### src/rtl/seg7_pkg.sv
// Shared types and constants for the 4-digit 7-segment scan controller.
// Segment patterns are polarity-free ({g,f,e,d,c,b,a}, 1 = lit).
package seg7_pkg;

  typedef enum logic [1:0] {
    OFF,
    DEAD,
    ON
  } scan_state_t;

  localparam logic [6:0] SEG_OFF = 7'h00;

  localparam logic [6:0] HEX_SEG [16] = '{
    7'h3F, 7'h06, 7'h5B, 7'h4F,
    7'h66, 7'h6D, 7'h7D, 7'h07,
    7'h7F, 7'h6F, 7'h77, 7'h7C,
    7'h39, 7'h5E, 7'h79, 7'h71
  };

endpackage

### src/rtl/seg7_hex_decoder.sv
// Hex nibble to 7-segment pattern, combinational.
// Output is polarity-free; the top applies display polarity.
module seg7_hex_decoder
  import seg7_pkg::*;
(
  input  logic [3:0] nibble,
  output logic [6:0] pattern
);

  assign pattern = HEX_SEG[nibble];

endmodule

### src/rtl/seg7_scan_ctrl.sv
// 4-digit common-anode scan controller with tear-free value buffering.
// Define SEG7_LZ_BLANK_EN to enable leading-zero blanking.
module seg7_scan_ctrl
  import seg7_pkg::*;
#(
  parameter int CLK_DIV     = 50000,
  parameter int DEAD_CYCLES = 4,
  parameter int SEG_ACT_LOW = 1
) (
  input  logic        clk,
  input  logic        rst_n,
  input  logic        en,
  input  logic        load,
  input  logic [15:0] value,
  input  logic [3:0]  dp_mask,
  output logic        ready,
  output logic [1:0]  digit_sel,
  output logic [3:0]  an,
  output logic [6:0]  seg,
  output logic        dp,
  output logic        frame
);

  localparam int CW = (CLK_DIV > 1) ? $clog2(CLK_DIV) : 1;
  localparam logic [CW-1:0] CntLast  = CW'(CLK_DIV - 1);
  localparam logic [CW-1:0] DeadLast = CW'(DEAD_CYCLES - 1);
  localparam logic [6:0] SegMask = (SEG_ACT_LOW != 0) ? 7'h7F : 7'h00;

  scan_state_t state, stateNext;
  logic [CW-1:0] slotCnt, slotCntNext;
  logic [1:0] digitSel, digitSelNext;
  logic commit;

  logic pendValid;
  logic [15:0] pendVal, dispReg, dispNext;
  logic [3:0] pendDp, dispDp, dispDpNext;

  logic [3:0] nibble;
  logic [6:0] rawSeg;
  logic blank, lit;
  logic [3:0] anNext;
  logic [6:0] segNext;
  logic dpNext;

  logic [3:0] anQ;
  logic [6:0] segQ;
  logic dpQ, frameQ;

  // Scan state register
  always_ff @(posedge clk) begin
    if (!rst_n) begin
      state    <= OFF;
      slotCnt  <= '0;
      digitSel <= '0;
    end else begin
      state    <= stateNext;
      slotCnt  <= slotCntNext;
      digitSel <= digitSelNext;
    end
  end

  // Next scan state, slot position and commit points
  always_comb begin
    stateNext    = state;
    slotCntNext  = slotCnt;
    digitSelNext = digitSel;
    commit       = 1'b0;
    if (!en) begin
      stateNext    = OFF;
      slotCntNext  = '0;
      digitSelNext = '0;
    end else begin
      unique case (state)
        OFF: begin
          stateNext    = DEAD;
          slotCntNext  = '0;
          digitSelNext = '0;
          commit       = 1'b1;
        end
        DEAD: begin
          slotCntNext = slotCnt + 1'b1;
          if (slotCnt == DeadLast) stateNext = ON;
        end
        ON: begin
          if (slotCnt == CntLast) begin
            slotCntNext  = '0;
            stateNext    = DEAD;
            digitSelNext = digitSel + 2'd1;
            commit       = (digitSel == 2'd3);
          end else begin
            slotCntNext = slotCnt + 1'b1;
          end
        end
        default: stateNext = OFF;
      endcase
    end
  end

  assign dispNext   = (commit && pendValid) ? pendVal : dispReg;
  assign dispDpNext = (commit && pendValid) ? pendDp : dispDp;
  assign nibble     = dispNext[{digitSelNext, 2'b00} +: 4];

  seg7_hex_decoder uDec (
    .nibble  (nibble),
    .pattern (rawSeg)
  );

`ifdef SEG7_LZ_BLANK_EN
  assign blank = (digitSelNext != 2'd0)
              && !dispDpNext[digitSelNext]
              && ((dispNext >> {digitSelNext, 2'b00}) == 16'h0);
`else
  assign blank = 1'b0;
`endif

  assign lit = (stateNext == ON) && !blank;

  // Next output pattern, computed from next state so it aligns with it
  always_comb begin
    anNext  = 4'hF;
    segNext = SEG_OFF ^ SegMask;
    dpNext  = SegMask[0];
    if (lit) begin
      anNext  = ~(4'b0001 << digitSelNext);
      segNext = rawSeg ^ SegMask;
      dpNext  = dispDpNext[digitSelNext] ^ SegMask[0];
    end
  end

  // Registered display outputs
  always_ff @(posedge clk) begin
    if (!rst_n) begin
      anQ    <= 4'hF;
      segQ   <= SEG_OFF ^ SegMask;
      dpQ    <= SegMask[0];
      frameQ <= 1'b0;
    end else begin
      anQ    <= anNext;
      segQ   <= segNext;
      dpQ    <= dpNext;
      frameQ <= commit;
    end
  end

  // Pending buffer and displayed value
  always_ff @(posedge clk) begin
    if (!rst_n) begin
      pendValid <= 1'b0;
      pendVal   <= '0;
      pendDp    <= '0;
      dispReg   <= '0;
      dispDp    <= '0;
    end else begin
      dispReg <= dispNext;
      dispDp  <= dispDpNext;
      if (load && !pendValid) begin
        pendValid <= 1'b1;
        pendVal   <= value;
        pendDp    <= dp_mask;
      end else if (commit) begin
        pendValid <= 1'b0;
      end
    end
  end

  assign ready     = ~pendValid;
  assign digit_sel = digitSel;
  assign an        = anQ;
  assign seg       = segQ;
  assign dp        = dpQ;
  assign frame     = frameQ;

endmodule

### config.mk
export PLATFORM = sky130hd
export DESIGN_NAME = seg7_scan_ctrl
export DESIGN_NICKNAME = d
export VERILOG_FILES = /design/src/rtl/seg7_pkg.sv /design/src/rtl/seg7_hex_decoder.sv /design/src/rtl/seg7_scan_ctrl.sv
export SDC_FILE = /design/constraint.sdc
export NUM_CORES = 1
export LEC_CHECK = 0
export BUFFER_PORTS_ARGS = -buffer_cell sky130_fd_sc_hd__buf_2
export CAP_MARGIN = 30
export CELL_PAD_IN_SITES_DETAIL_PLACEMENT = 1
export CELL_PAD_IN_SITES_GLOBAL_PLACEMENT = 2
export CORE_UTILIZATION = 35
export CTS_CLUSTER_DIAMETER = 120
export DETAILED_ROUTE_END_ITERATION = 10
export HOLD_SLACK_MARGIN = 0.02
export PLACE_DENSITY_LB_ADDON = 0.15
export SYNTH_ARGS = -nofsm -noshare
export SYNTH_HDL_FRONTEND = slang
export SYNTH_SLANG_ARGS = --single-unit
### constraint.sdc
create_clock -name clk -period 3.8 [get_ports clk]
set_clock_uncertainty 0.2 [all_clocks]
set_input_delay 0.38 -clock clk [delete_from_list [all_inputs] [get_ports clk]]
set_output_delay 0.38 -clock clk [all_outputs]
set_load 0.01 [all_outputs]
* After elaboration in Yosys (flattened, before gate mapping) *
Memory sizes are Yosys's and may differ from the RTL's.
Index checks and enable logic that the tools add are counted.
W data, S select, Z words.

storage, ports and cells
  output and inout bits = 16
  logic and storage cells = 58
  bits of input ports = 24
  memories = 1
  bits in read-only memories = 112
  flip-flop bits (word level) = 74

cells by class
  reduce and logical (&&, ||, !) cells = 8
  muxes and demuxes = 20
  add/sub/neg operators = 2
  order comparisons = 2
  shifts and indexed selects = 2
  eq/ne operators = 6
  bitwise gates (word level) = 5

memories
  name             depth  width  rd ports  clocked after Yosys merged registers in  write ports  line                    source
  (no name shown)  16     7      1         0                                        0            seg7_hex_decoder.sv:10  assign pattern = HEX_SEG[nibble];

operator list
  kind                     count
  $pmux W16 S3             1
  $mux W16                 2
  $add A16 B1 Y16 const B  1
  $eq A16 B16 Y1 const B   1
  $eq A16 B2 Y1 const B    1
  $shiftx A16 B5 Y4        1
  $mux W7                  2
  $mux W2                  5
  $not A7 Y7               1
  $eq A2 B2 Y1 const B     3
  $pmux W2 S3              1
  $ge A5 B5 Y1 const B     1
  $mux W1                  5
  $not A4 Y5               1
  $mux W4                  1
  $not A4 Y4               1
  $pmux W2 S2              1
  $reduce_and A2 Y1        2
  $shl A1 B2 Y4 const A    1
  $lt A2 B3 Y1 const B     1
  $reduce_bool A3 Y1       1
  $add A2 B1 Y2 const B    1
  $bmux W1 S2              1
  $eq A2 B1 Y1 const B     1
  other kinds (6)          8

* Longest topological paths before layout *
  word-level depth = 12
  mapped depth = 16
  depth with buffers taken out = 14

* Modules after synthesis *
A second synthesis with hierarchy kept.

unflattened totals
  cell total of the unflattened synthesis = 381
  area total of the unflattened synthesis = 3489.6 um^2

modules (own cells, without submodules)
  module            area an instance (um^2)  sequential area each (um^2)  cells an instance  instances
  seg7_scan_ctrl    3199.3                   1481.4                       348                1
  seg7_hex_decoder  290.3                    0.0                          33                 1

* Least setup slack after synthesis *
Ideal clock, no wire load.

  path kind = reg2reg
  start point = register state[0]
  end point = register segQ[3] (netlist: seg[3])
  clock period less this slack = 3.459 ns
  data arrival time = 3.140 ns
  setup slack = 0.341 ns
  path buffers = 0
  data required time = 3.481 ns
  library setup time = 0.119 ns
  stages on the path, launching flop included = 13
  path through = dfxtp_1 inv_1 ha_1 or4b_1 nor4_4 mux2i_1 mux2i_1 mux2i_1 mux2_2 ha_1 mux2_1 mux2i_1 nand2_1

between the ends
  longest elaborated chain between the ends = 11
  elaborated cells on any way between the ends = 21
  classes of those cells = eq/ne (3); shift (1); mux (11); bitwise (2); reduce/logical (3); memory (1)

RTL lines
  what                                                     line                    source
  start: declaration                                       seg7_scan_ctrl.sv:29    scan_state_t state, stateNext;
  start signal: assignment                                 seg7_scan_ctrl.sv:56    state <= stateNext;
  $eq A2 B2 Y1 / $logic_not A2 Y1 (equally long branches)  seg7_scan_ctrl.sv:73    unique case (state)
  $pmux W1 S2                                              seg7_scan_ctrl.sv:73
  $mux W1                                                  seg7_scan_ctrl.sv:68    if (!en) begin
  $logic_and A1 B1 Y1                                      seg7_scan_ctrl.sv:99    assign dispNext = (commit && pendValid) ? pendVal : dispReg;
  $mux W16                                                 seg7_scan_ctrl.sv:99
  $shiftx A16 B5 Y4                                        seg7_scan_ctrl.sv:101   assign nibble = dispNext[{digitSelNext, 2'b00} +: 4];
  $not A4 Y5 (implied by the code)                         seg7_hex_decoder.sv:10
  $mem_v2 Z16 W7                                           --
  $mux W7 (implied by the code) (2 in series)              seg7_hex_decoder.sv:10
  $not A7 Y7 (no source line)                              --
  end signal: assignment                                   seg7_scan_ctrl.sv:134   segQ <= SEG_OFF ^ SegMask;
  end signal: assignment                                   seg7_scan_ctrl.sv:139   segQ <= segNext;
  end: declaration                                         seg7_scan_ctrl.sv:46    logic [6:0] segQ;

Several ways; a longest one is shown, not always the timed one. The select of a mux whose other input is x is not followed.
A chain may end at the register's enable or synchronous reset.

* Worst setup path in the final report *
Ends and elaborated chain as after synthesis.

==> impl_metrics.toml <==
[worst_setup_path]
timing.critical_path.from_type = "flop"
r2r.worst_path.cells = 14
timing.critical_path.cells = "inv_1, ha_1, or4b_4, nor4_4, buf_6, mux2i_1, buf_4, mux2i_1, mux2i_1, mux2_2, ha_1, mux2_1, mux2i_1, nand2_1"
worst_path_most_repeated_cell = "sky130_fd_sc_hd__mux2i_1"
critical_path_class = "flop to flop"
critical_path.slowest_cell = "sky130_fd_sc_hd__or4b_4"
cp.arrival_ns = 3.63
timing.critical_path.to_type = "flop"
required_ns = 3.85
crit_path_max_incr_delay_ns = 0.52
timing.critical_path.fanout_max = 7

[timing]
fin_crit_sh_pct = 94.42
max_transition_margin_pct = 52.87
report.final.hold_viol_count = 0
drv_slew = 0
timing_worst_slew_pin_value_ns = 0.7053
totalNegativeSetupSlack_ns = 0
fmax_mhz = 278.7
period_minus_slack_ns = 3.588
setup_viol_count_final = 0
setup_repair_after_global_routing_missed_its_margin = "false"
hold_slack_ns = 0.06554

[clock_network]
cts_num_sinks = 74
tritoncts = "done"
cts_hold_buf = 0
cts_buffer_depth = 2
ctsRootBufferMaster = "sky130_fd_sc_hd__clkbuf_8"
clkSlewWorstSetupHoldPaths_ns = 0.09
cts_buf_count = 9
clock_insertion_delay_worst_skew_ns = 0.35
cts-htree-levels = 3

[grt]
grt_pass1_vias = 3420
grt_max_degree = 44
grt.overflow.total = 0
global_route_wire_length_before_repair_mm = 17.55
grt_antenna_before_repair = 0
grt_resource_usage_total_pct = 19.50

[power_and_ir_drop]
leakage_nw = 1.635
power_per_cell_area_nw_per_um2 = 338.7
vdd.ir_drop.worst_mv = 0.1780

[cells_and_area]
finish.instance_area_sq_um = 4437
final_nets = 540
area_growth_pct = 15.77
final_layout_size_suffix_gt1_share_pct = 16.70
n_antenna_cell = 0

[place]
placement_cell_area_sq_um = 4222
port_buffers = 39
finalWeightedCongestion = 0.7907
dp_hpwl_mm = 7.692

[synth]
synthesis.area_sq_um = 3832
yosysWarningCount = 0
synth_fp_nets = 493
synthArstFlopShare_pct = 0
avgSynthCellArea_sq_um = 8.386
synthMostInstantiatedCell = "sky130_fd_sc_hd__nand2_1"
top_area_cell_type_share_of_the_netlist_area_pct = 38.65
synth_top_family_by_area = "simple AND/OR/NAND/NOR gates"
number_of_instances_in_the_synthesized_netlist = 457
synth.ff_latch_count = 74
synth_simple_gate_area_share_pct = 28.21
synth_adder_area_share_pct = 3.918
netlist-cell-type-count = 58
synthMuxAreaShare_pct = 5.811
ys_top_cells_by_area = "sky130_fd_sc_hd__dfxtp_1, sky130_fd_sc_hd__nand2_1, sky130_fd_sc_hd__mux2i_1"
postSynth.topFlopCell = "sky130_fd_sc_hd__dfxtp_1"
synth_enable_flop_cells = 0
synth_compound_gate_area_share_pct = 16.62
netlist.top_cell.by_area = "sky130_fd_sc_hd__dfxtp_1"
synth_sequential_area_ratio_pct = 38.65
synth_xor_xnor_area_share_pct = 2.514
synth_commonest_cells = "sky130_fd_sc_hd__nand2_1, sky130_fd_sc_hd__dfxtp_1, sky130_fd_sc_hd__nand3_1"

[floorplanning]
num_io_pins = 40
die-area_sq_um = 11370
core.rowCount = 37
chipHeight_microns = 106.6
initial_core_util_pct = 36.63
die_x_microns = 106.6
coreArea_sq_um = 10460

[route]
totalWireLength_mm = 10.30
route.vias.total = 3391
drt_first_pass_iters = 4
wl_per_cell_microns = 15.96
drcViolationCount = 0
vias_per_cell = 5.257
detail_route.iter0.violations = 118
drtAntennaViolNets = 0

[outcome]
outcome = "finished, final reports clean"

[run]
drv_cap = 0

[min_path]
timing.hold.worst_path_depth = 3
min-delay-path-class = "primary input to flop"
[through the flow]
stage	setup WS, ns	power, mW	instances	util (%)
CTS	0.009475	1.524	642	42.06
global route	0.009396	1.577	645	42.41
finish	0.2122	1.503	645	42.41
floorplan	0.3413	0.9007	457	-
detailed placement	0.06318	0.9510	626	40.35
global placement	0.1991	0.9475	626	40.35
[per-layer routing]
layer  up-vias  GRT usage [%]  wire length, microns
met4         0          5.284                    93
met3         7          2.796                   171
li1       1701              -                     -
met1      1655          25.50                  5174
met2        28          33.41                  4856
met5         -              0                     0
[cell families (layout without fill, tap and decap cells)]
logic type / after synthesis / after routing
buffers and inverters: 38 / 90
xor gates and xnor gates: 11 / 11
adders and majority gates: 12 / 12
and+or+nand+nor: 216 / 216
muxes: 22 / 22
DFF: 74 / 74
AOI/OAI and AO/OA: 84 / 84
[sequential cells by signal, summed over array words and instances (netlist names), 2 cells and up]
register,flops
digit_sel,2
state,2
dispReg,16
slotCnt,16
an,4
pendDp,4
pendVal,16
seg,7
dispDp,4
[critical path, delay by kind of cell (launching register included)]
family                     cells  cell delay [ns]
and+or+nand+nor                3             0.73
DFF                            1             0.35
adders and majority gates      2             0.49
muxes                          6             1.26
buffers and inverters          3             0.43
[worst paths after layout]
path,start,to,slack (ns)
worst max-delay path,state[0]$_SDFF_PN0_,seg[3]$_SDFF_PN1_,0.21
worst min-delay path,value[14],pendVal[14]$_SDFFE_PN0P_,0.07
worst max register to register,state[0]$_SDFF_PN0_,seg[3]$_SDFF_PN1_,0.21
worst min register to register,pendDp[1]$_SDFFE_PN0P_,pendDp[1]$_SDFFE_PN0P_,0.28
[power breakdown]
group          leakage (nW)  switching [mW]  internal, mW
clock network        0.0847           0.316         0.255
registers             0.601          0.0156         0.794
logic                 0.949          0.0742        0.0479
total                  1.63           0.406          1.10
[placed cells by master, fill, tap and decap left out, drive strengths merged, types with 3 or more instances in the layout]
cell and instances:
nand2b 6, o211ai 3, a211oi 4, nand2 88, nand4 8, inv 15
or4 3, a311oi 5, nand3 29, mux2i 20, o21ai 11, ha 12
nand3b 3, o21a 4, and4 5, buf 60, xor2 6, nor4 3
a21oi 8, nor2b 15, clkinvlp 3, a21boi 24, xnor2 5, clkbuf 10
and2 9, nor2 28, nor3b 4, dfxtp 74, and3 6, o221ai 7
[repair_timing]
item / in CTS / in global routing
endpoints found under the setup margin: 0 / 7
endpoints found under the hold margin: 0 / 0
buffers inserted: 0 / 3
gates resized for setup: 0 / 4
[final cells by class]
| type | instances | area (sq um) |
|---|---|---|
| clock buffers | 10 | 137.6 |
| clock inverters | 6 | 41.29 |
| fillers | 1270 | 6026 |
| inverters | 14 | 52.55 |
| multi-input cells | 345 | 2197 |
| flip-flops and latches | 74 | 1481 |
| well taps | 136 | 170.2 |
| repair buffers | 60 | 356.6 |
(Power assumes the default switching activity.)
